===== src/rtl/pc_fetch_stage.sv =====
// rtl/pc_fetch_stage.sv - fetch PC register with stall buffering of redirects/exceptions
module pc_fetch_stage #(
    parameter int              WIDTH    = 32,
    parameter logic [WIDTH-1:0] RESET_PC = WIDTH'(32'h0000_0000),
    parameter logic [WIDTH-1:0] EXC_VEC  = WIDTH'(32'h0000_0008),
    parameter int              INC      = 4,
    parameter int              CNT_W    = 16
) (
    input  logic             clk,
    input  logic             rst,
    input  logic             en,
    input  logic             flush,
    input  logic             exc,
    input  logic             redirect_valid,
    input  logic [WIDTH-1:0] redirect_pc,
    output logic [WIDTH-1:0] pc,
    output logic             valid,
    output logic             pend,
    output logic [CNT_W-1:0] stall_cnt
);

    logic             pend_exc;
    logic [WIDTH-1:0] pend_pc;
    logic [WIDTH-1:0] next_pc;

    // Select the PC for an advancing cycle; a dead slot re-presents the held PC
    always_comb begin
        next_pc = pc + WIDTH'(INC);
        if (exc) begin
            next_pc = EXC_VEC;
        end else if (redirect_valid) begin
            next_pc = redirect_pc;
        end else if (pend) begin
            next_pc = pend_exc ? EXC_VEC : pend_pc;
        end else if (!valid) begin
            next_pc = pc;
        end
    end

    // State update: advance when enabled, otherwise hold and buffer requests
    always_ff @(posedge clk) begin
        if (!rst) begin
            pc        <= RESET_PC;
            valid     <= 1'b0;
            pend      <= 1'b0;
            pend_exc  <= 1'b0;
            pend_pc   <= '0;
            stall_cnt <= '0;
        end else if (en) begin
            pc       <= next_pc;
            valid    <= ~flush;
            pend     <= 1'b0;
            // Clear the exception flag with the buffer so a later stall starts clean
            pend_exc <= 1'b0;
        end else begin
            if (flush) begin
                valid <= 1'b0;
            end
            if (valid && !flush && (stall_cnt != '1)) begin
                stall_cnt <= stall_cnt + 1'b1;
            end
            if (exc) begin
                pend     <= 1'b1;
                pend_exc <= 1'b1;
            end else if (redirect_valid) begin
                pend    <= 1'b1;
                pend_pc <= redirect_pc;
            end
        end
    end

endmodule


===== config.mk =====
export PLATFORM = sky130hd
export DESIGN_NAME = pc_fetch_stage
export DESIGN_NICKNAME = d
export VERILOG_FILES = /design/src/rtl/pc_fetch_stage.sv
export SDC_FILE = /design/constraint.sdc
export NUM_CORES = 1
export LEC_CHECK = 0
export CORE_AREA = 5 5 87 149
export DETAILED_ROUTE_END_ITERATION = 8
export DIE_AREA = 0 0 92 154
export SETUP_SLACK_MARGIN = 0.3
export SLEW_MARGIN = 20
export SYNTH_ARGS = -nofsm -noshare
export SYNTH_HDL_FRONTEND = slang
export SYNTH_SLANG_ARGS = --single-unit

===== constraint.sdc =====
create_clock -name clk -period 2.6 [get_ports clk]
set_clock_uncertainty 0.2 [all_clocks]
set_input_delay 0.52 -clock clk [delete_from_list [all_inputs] [get_ports clk]]
set_output_delay 0.52 -clock clk [all_outputs]
set_load 0.01 [all_outputs]

Yosys cells after proc, flatten, opt, wreduce, memory -nomap -nowiden
Cells that the tools add are included.

Register bits after elaboration: 83. Input bits: 38. Output and inout bits: 50. Word-level logic and storage cells: 32.

Add/subtract/negate cells: 2. Eq/ne operators: 1. Multiplexer cells: 9. Bitwise gates (word level): 4. Reduce and logical (&&, ||, !) cells: 10.

Operator list (count): 2-to-1 mux 32 bit (5); adder 32 x 3 -> 32 bit, second input constant (1); adder 16 x 1 -> 16 bit, second input constant (1); != test 16 bit, second input constant (1); 2-to-1 mux 1 bit (4); inverter 1 bit (4); AND reduction 2 bit (2); nonzero test 2 bit (2); nonzero test 4 bit (1); AND reduction 3 bit (1); logical AND 1 bit (2); OR reduction 2 bit (1); logical NOT 1 bit (1).

Depth between registers and ports, before layout
Gate-level depths: netlist of the first run.

Word-level depth: 5. Gate-level depth with buffers: 7. Mapped depth without buffers: 6.

Worst setup path before layout of the first run
Ideal clock, no wire load.

Kind: reg-to-reg. From: reg pc[2]. To: reg pc[24]. Library setup time: 0.133 ns. Arrival: 1.749 ns. Required time: 2.267 ns. Slack: 0.518 ns. Stages on the path, launching flop included: 8. Buffers on the path: 1. Period minus slack after synthesis: 2.082 ns. Path through: dfxtp_1 ha_1 buf_2 and3_1 nand2_1 or3_1 nor4_1 nor4_1.

Word-level cells in the longest chain between the ends: 5.

Ends and longest elaborated chain: from (decl) (RTL line 16) `output logic [WIDTH-1:0] pc,`; from (signal assigned) (RTL line 50) `pc <= next_pc;`; adder 32 x 3 -> 32 bit (RTL line 28) `next_pc = pc + WIDTH'(INC);`; 2-to-1 mux 32 bit (RTL line 35) `end else if (!valid) begin`; 2-to-1 mux 32 bit (RTL line 33) `end else if (pend) begin`; 2-to-1 mux 32 bit (RTL line 31) `end else if (redirect_valid) begin`; 2-to-1 mux 32 bit (RTL line 29) `if (exc) begin`.

No other way between the ends. The select of a mux whose other input is x is not followed. A chain may end at the register's enable or synchronous reset.

Final worst setup path of the first run
From: reg pend. To: out pend.

RTL lines: from (decl) (RTL line 18) `output logic pend,`; from (signal assigned) (RTL line 45) `pend <= 1'b0;`; from (signal assigned) (RTL line 52) `pend <= 1'b0;`; from (signal assigned) (RTL line 63) `pend <= 1'b1;`.

No word-level cell between the ends.

==> metrics.yaml, run 1 <==
io_buffer_count: 87
final.min_clock_period_ps: 2210
post-route-period-util_pct: 85.1
setup_viol: 0
insertion_delay_ps: 340
clkTransAtPathRegs_ps: 60
first_pass_iters: 5
rsz0062_at_grt: "yes"
first_global_vias: 4755
hold_path_depth: 2
fin_util_pct: 53.0
cp_data_arrival_time_ps: 1490
fp.coreArea_sq_um: 11600
std_cell_rows: 52
tritoncts: "yes"
synth_cell_type_count: 57
post-place-ws_ps: -9.02
reg2reg_slack_ps: 420
postSynth.topFlopCell: "sky130_fd_sc_hd__dfxtp_1"
min-delay-path-class: "register to register"
cts.sinks: 83
worst-setup-path-type: "register to output pin"
timing_hold_violations_final: 0
synth-edff-count: 0
regArea_sq_um: 1660
worstPathRequired_ps: 1880
synth_top_area_cell: "sky130_fd_sc_hd__dfxtp_1"
max_slew.worst_pin.slew_ps: 517
worst_r2r_startpoint: "pc[5]$_SDFFE_PN0P_"
wire_length_of_the_first_global_routing_pass_um: 24700
synth_async_sr_flop_share_pct: 0
detailedPlacementHpwl_um: 11500
cts_root_buffer: "sky130_fd_sc_hd__clkbuf_16"
num_antenna_cells: 0
n_fill_cell: 1146
crit_path_start_kind: "register"
grt_max_degree: 30
cellPowerDensity_nw_per_um2: 509
antenna_found_initial: 0
synthesized_nets: 634
holdPathEnd: "pend_pc[27]$_SDFFE_PN0P_"
route.detailed.drc: 0
gp_congestion: 0.882
detail_route_antenna_nets: 0
rr_worst_depth: 5
cts_hold_repair.buffers: 0
multiInputGateArea_sq_um: 2690
initial_core_util_pct: 39.1
cts-root-to-sink-buffers: 2
num_vias: 4863
floorplan.die_area_sq_um: 14200
timing.rr.end: "pc[25]$_SDFFE_PN0P_"
nNetsFinal: 741
hold_path.startpoint: "pend_pc[27]$_SDFFE_PN0P_"
viasPerCell: 5.79
synth_top_area_share_pct: 36.7
synth_most_common_cell: "sky130_fd_sc_hd__nand2_1"
max_clock_freq_mhz: 452
netlist_instances: 594
final_routed_wirelength_across_all_metal_layers_um: 15600
ys.warnings.count: 0
avgRoutedWirePerCell_um: 18.6
initialDrtViolationCount: 356
yosysSeqAreaShare_pct: 36.7
synth-seq-cells: 83
maxSlewHeadroom_pct: 65.2
outcome: "completed"
cts_max_level: 3
worst_setup_path_end_kind: "output pin"
grt_usage_pct: 22.0
syn-mean-instance-area_sq_um: 7.63
timing.final.ws_setup_ps: 388
die_h_um: 154
netlist_top_cells_area: "sky130_fd_sc_hd__dfxtp_1 37%, sky130_fd_sc_hd__nand2_1 9.4%, sky130_fd_sc_hd__a21oi_1 6.8%"
max_cap_violations: 0
mappedNetlistArea_sq_um: 4530
layout-area-overhead-vs-synth_pct: 35.4
cts_inserted_buffers: 9
io-pin-count: 88
share_of_cells_above_drive_strength_1_pct: 10.8
slew_violations: 0
synth_top_cells_by_count: "114 x sky130_fd_sc_hd__nand2_1, 83 x sky130_fd_sc_hd__dfxtp_1, 62 x sky130_fd_sc_hd__a21oi_1"
die_w_um: 92
timing.critical_path.fanout_max: 14
globalRouteOverflowTotal: 0
vdd.ir_drop.worst_v: 0.000288
p_leak_nw: 2.22
==> report_power, final <==
| part | switching [mW] | total [mW] | leakage [nW] | internal, mW |
|---|---|---|---|---|
| Sequential | 0.0326 | 1.34 | 0.673 | 1.31 |
| Combinational | 0.216 | 0.401 | 1.40 | 0.185 |
| Clock | 0.520 | 1.38 | 0.148 | 0.863 |
| Total | 0.769 | 3.12 | 2.22 | 2.35 |
==> cells by family after synthesis <==
group,share of synthesized area (%)
buf+inv,4.64
compound gates,22.3
xor+xnor,2.90
simple gates,30.9
fa+ha+maj,0.552
mux,1.99
flops,36.7
==> area by class of cell <==
| cell class | count | share of cell area, % |
|---|---|---|
| multi-input cells | 460 | 43.8 |
| repair buffers | 132 | 20.3 |
| clock inverters | 4 | 1.22 |
| well taps | 135 | 2.75 |
| flip-flops and latches | 83 | 27.1 |
| inverters | 15 | 0.918 |
| clock buffers | 11 | 3.96 |
==> state kept, by name, indices dropped and copies added (netlist names) <==
| register | cells |
|---|---|
| pc | 32 |
| pend | 1 |
| pend_exc | 1 |
| pend_pc | 32 |
| stall_cnt | 16 |
| valid | 1 |
==> stage by stage <==
stage / TNS [ps] / cells / hold slack, ps / instance area, sq um / power [mW]
6_report: 0 / 840 / 254 / 6140 / 3.12
5_1_grt: 0 / 840 / 267 / 6140 / 3.24
4_1_cts: 0 / 836 / 255 / 6080 / 3.15
3_5_place_dp: -9.21 / 821 / 247 / 5760 / 1.76
3_3_place_gp: 0 / 821 / 241 / 5760 / 1.76
2_1_floorplan: 0 / 594 / 236 / 4530 / 1.55
==> cell usage in the layout (no fill, tap or decap), types with 10 or more instances in the layout <==
cell	n
sky130_fd_sc_hd__inv_1	15
sky130_fd_sc_hd__nor3_1	16
sky130_fd_sc_hd__nand4_1	10
sky130_fd_sc_hd__nor2_1	44
sky130_fd_sc_hd__a21oi_1	62
sky130_fd_sc_hd__o21ai_0	27
sky130_fd_sc_hd__xnor2_1	13
sky130_fd_sc_hd__buf_4	42
sky130_fd_sc_hd__a22oi_1	12
sky130_fd_sc_hd__nand3_1	18
sky130_fd_sc_hd__clkdlybuf4s50_1	85
sky130_fd_sc_hd__nand2b_1	16
sky130_fd_sc_hd__nand2_1	114
sky130_fd_sc_hd__dfxtp_1	83
==> worst max-delay path: stages, from the launching register on <==
cell and delay, ps:
sky130_fd_sc_hd__dfxtp_1 330, sky130_fd_sc_hd__buf_4 250, sky130_fd_sc_hd__clkdlybuf4s50_1 580
==> worst max-delay path by stage <==
stage | startpoint | endpoint | slack [ps] | cells past startpoint
global placement | exc | pc[19]$_SDFFE_PN0P_ | 60 | 7
detailed placement | exc | pc[19]$_SDFFE_PN0P_ | -9 | 7
CTS | exc | pc[19]$_SDFFE_PN0P_ | 360 | 7
floorplan | pc[2]$_SDFFE_PN0P_ | pc[24]$_SDFFE_PN0P_ | 520 | 7
global route | valid$_SDFFE_PN0P_ | valid | 300 | 1
finish | pend$_SDFFE_PP0N_ | pend | 390 | 2
==> what timing repair did <==
action | CTS | global route
buffers inserted | 0 | 4
hold endpoints to repair | 0 | 0
resized for setup | 0 | 4
setup endpoints to repair | 0 | 8
==> metal layers <==
layer  vias up  global-route usage, %  part of all wire, %
met5         -                      0                    0
met3        39                   3.57                  5.6
li1       2346                      -                    -
met2       185                   39.7                   53
met1      2293                   24.2                   38
met4         0                   11.7                  3.7
Note: power is estimated with default switching activity, not from simulation.
==> run 2, diff against run 1 <==
--- a/config.mk
+++ b/config.mk
@@ -5,9 +5,9 @@
 export SDC_FILE = /design/constraint.sdc
 export NUM_CORES = 1
 export LEC_CHECK = 0
-export CORE_AREA = 5 5 87 149
+export CORE_AREA = 10 10 92 154
 export DETAILED_ROUTE_END_ITERATION = 8
-export DIE_AREA = 0 0 92 154
+export DIE_AREA = 0 0 102 164
 export SETUP_SLACK_MARGIN = 0.3
 export SLEW_MARGIN = 20
 export SYNTH_ARGS = -nofsm -noshare
==> metrics.yaml, run 2 (synthesized netlist as in run 1, its figures left out) <==
outcome: "completed"
rsz0062_at_grt: "no"
first_pass_iters: 5  # unchanged
final.min_clock_period_ps: 2200  # -9.06 ps
floorplan.die_area_sq_um: 16700  # +18%
io_buffer_count: 87  # unchanged
antenna_found_initial: 0  # unchanged
fp.coreArea_sq_um: 11600  # unchanged
cts-root-to-sink-buffers: 2  # unchanged
cts_hold_repair.buffers: 0  # unchanged
min-delay-path-class: "register to register"
hold_path_depth: 2  # unchanged
initial_core_util_pct: 39.1  # unchanged
setup.worst_path.end: "valid"
n_fill_cell: 1145  # -0.087%
grt_usage_pct: 19.3  # -2.7 points
setup_viol: 0  # unchanged
std_cell_rows: 52  # unchanged
io-pin-count: 88  # unchanged
gp_congestion: 0.904  # +2.5%
insertion_delay_ps: 340  # about the same
viasPerCell: 5.74  # -0.80%
final_routed_wirelength_across_all_metal_layers_um: 16100  # +3.2%
worst-setup-path-type: "register to output pin"
worst_r2r_startpoint: "pc[5]$_SDFFE_PN0P_"
p_int_mw: 2.26  # -4.1%
crit_cells: 1  # -1
p_total_mw: 3.03  # -2.9%
mostFrequentLayoutCells: "114 x sky130_fd_sc_hd__nand2_1, 85 x sky130_fd_sc_hd__clkdlybuf4s50_1, 83 x sky130_fd_sc_hd__dfxtp_1"
timing.critical_path.cells: "clkdlybuf4s50_1"
maxSlewHeadroom_pct: 64.2  # -1.0 points
detail_route_antenna_nets: 0  # unchanged
clkTransAtPathRegs_ps: 60  # about the same
fin_util_pct: 52.6  # -0.42 points
globalRouteOverflowTotal: 0  # unchanged
pwr-share-comb_pct: 12.9  # about the same
p_switching_mw: 0.775  # +0.80%
initialDrtViolationCount: 346  # -2.8%
timing.rr.end: "pc[24]$_SDFFE_PN0P_"
max_clock_freq_mhz: 454  # +0.41%
num_antenna_cells: 0  # unchanged
timing_hold_violations_final: 0  # unchanged
route.detailed.drc: 0  # unchanged
vdd.ir_drop.worst_v: 0.000293  # +2.0%
slew_violations: 0  # unchanged
cellPowerDensity_nw_per_um2: 498  # -2.1%
power.share.clock_pct: 42.8  # -1.5 points
cp_slowest_stage_delay_ps: 630  # +50 ps
num_vias: 4830  # -0.68%
first_global_vias: 4872  # +2.5%
setup_tns_ps: 0  # unchanged
cts_inserted_buffers: 9  # unchanged
die_w_um: 102  # +11%
grt_max_degree: 30  # unchanged
worstPathRequired_ps: 1880  # about the same
worstPathBufferInverterCount: 1  # -1
tritoncts: "yes"
reg2reg_slack_ps: 420  # about the same
power_switching_share_pct: 25.6  # +0.93 points
cts_root_buffer: "sky130_fd_sc_hd__clkbuf_16"
max_slew.worst_pin.slew_ps: 537  # +19.1 ps
dominant_delay_contributor_by_cell_family_on_the_critical_path: "buffers and inverters"
post-route-period-util_pct: 84.7  # -0.35 points
cts.sinks: 83  # unchanged
crit_path_start_kind: "register"
cts_max_level: 3  # unchanged
cp_data_arrival_time_ps: 1480  # about the same
cp-startpoint: "valid$_SDFFE_PN0P_"
timing.critical_path.fanout_max: 8  # -6
detailedPlacementHpwl_um: 12200  # +6.3%
die_h_um: 164  # +6.5%
layout-area-overhead-vs-synth_pct: 34.4
seqPwrFrac_pct: 44.2  # +1.3 points
share_of_cells_above_drive_strength_1_pct: 10.8  # -0.015 points
post_layout_nonfiller_instances: 841  # +0.12%
max_cap_violations: 0  # unchanged
nNetsFinal: 741  # unchanged
cpMaxStageDelayCell: "sky130_fd_sc_hd__clkdlybuf4s50_1"
layout_top_registers: "pc: 32 flops, pend_pc: 32 flops, stall_cnt: 16 flops"
avgRoutedWirePerCell_um: 19.1  # +3.1%
p_leak_nw: 2.20  # -0.71%
numPlacedInstances: 821  # unchanged
rr_worst_depth: 5  # unchanged
layout_commonest_cell: "sky130_fd_sc_hd__nand2_1"
worst_setup_path_end_kind: "output pin"
wire_length_of_the_first_global_routing_pass_um: 25300  # +2.5%
==> run 2: worst min-delay path by stage <==
stage / endpoint / start
floorplan: pend_pc[14]$_SDFFE_PN0P_ / pend_pc[14]$_SDFFE_PN0P_
global placement: pend_pc[27]$_SDFFE_PN0P_ / pend_pc[27]$_SDFFE_PN0P_
detailed placement: pend_pc[1]$_SDFFE_PN0P_ / pend_pc[1]$_SDFFE_PN0P_
CTS: pend_pc[27]$_SDFFE_PN0P_ / pend_pc[27]$_SDFFE_PN0P_
global route: pend_pc[1]$_SDFFE_PN0P_ / pend_pc[1]$_SDFFE_PN0P_
finish: pend_pc[27]$_SDFFE_PN0P_ / pend_pc[27]$_SDFFE_PN0P_
==> run 2: metal layers <==
metal | track usage, % | wire, um | part of all wire [%]
met3 | 4.80 | 1010 | 6.3
met4 | 7.54 | 407 | 2.5
met5 | 0 | 0 | 0
met1 | 19.8 | 6020 | 37
met2 | 36.0 | 8670 | 54
==> run 2: timing repair <==
action | 4_1_cts | 5_1_grt
setup buffers | 0 | 4
hold endpoints to repair | 0 | 0
endpoints found under the setup margin | 0 | 7
gates resized for setup | 0 | 3
==> run 2: power groups by stage <==
| stage | Clock [mW] | Combinational, mW | Sequential, mW |
|---|---|---|---|
| after CTS | 1.32 | 0.392 | 1.34 |
| after global routing | 1.36 | 0.427 | 1.35 |
| final | 1.30 | 0.392 | 1.34 |
| after detailed placement | 0 | 0.391 | 1.37 |
| after global placement | 0 | 0.387 | 1.37 |
| after floorplan | 0 | 0.174 | 1.37 |
==> run 2: cell type report <==
cell class,count,area [sq um],area share (%)
flip-flops and latches,83,1660,27.3
repair buffers,132,1230,20.2
inverters,15,56.3,0.925
well taps,135,169,2.77
clock buffers,12,246,4.05
multi-input cells,460,2670,43.9
clock inverters,4,50.0,0.822
==> run 2: stage by stage <==
step	cell area, sq um	hold WS (ps)	worst slack (ps)
2_1_floorplan	4530	236	518
3_3_place_gp	5750	242	103
3_5_place_dp	5750	248	56.6
4_1_cts	6050	256	362
5_1_grt	6090	269	298
6_report	6090	255	397
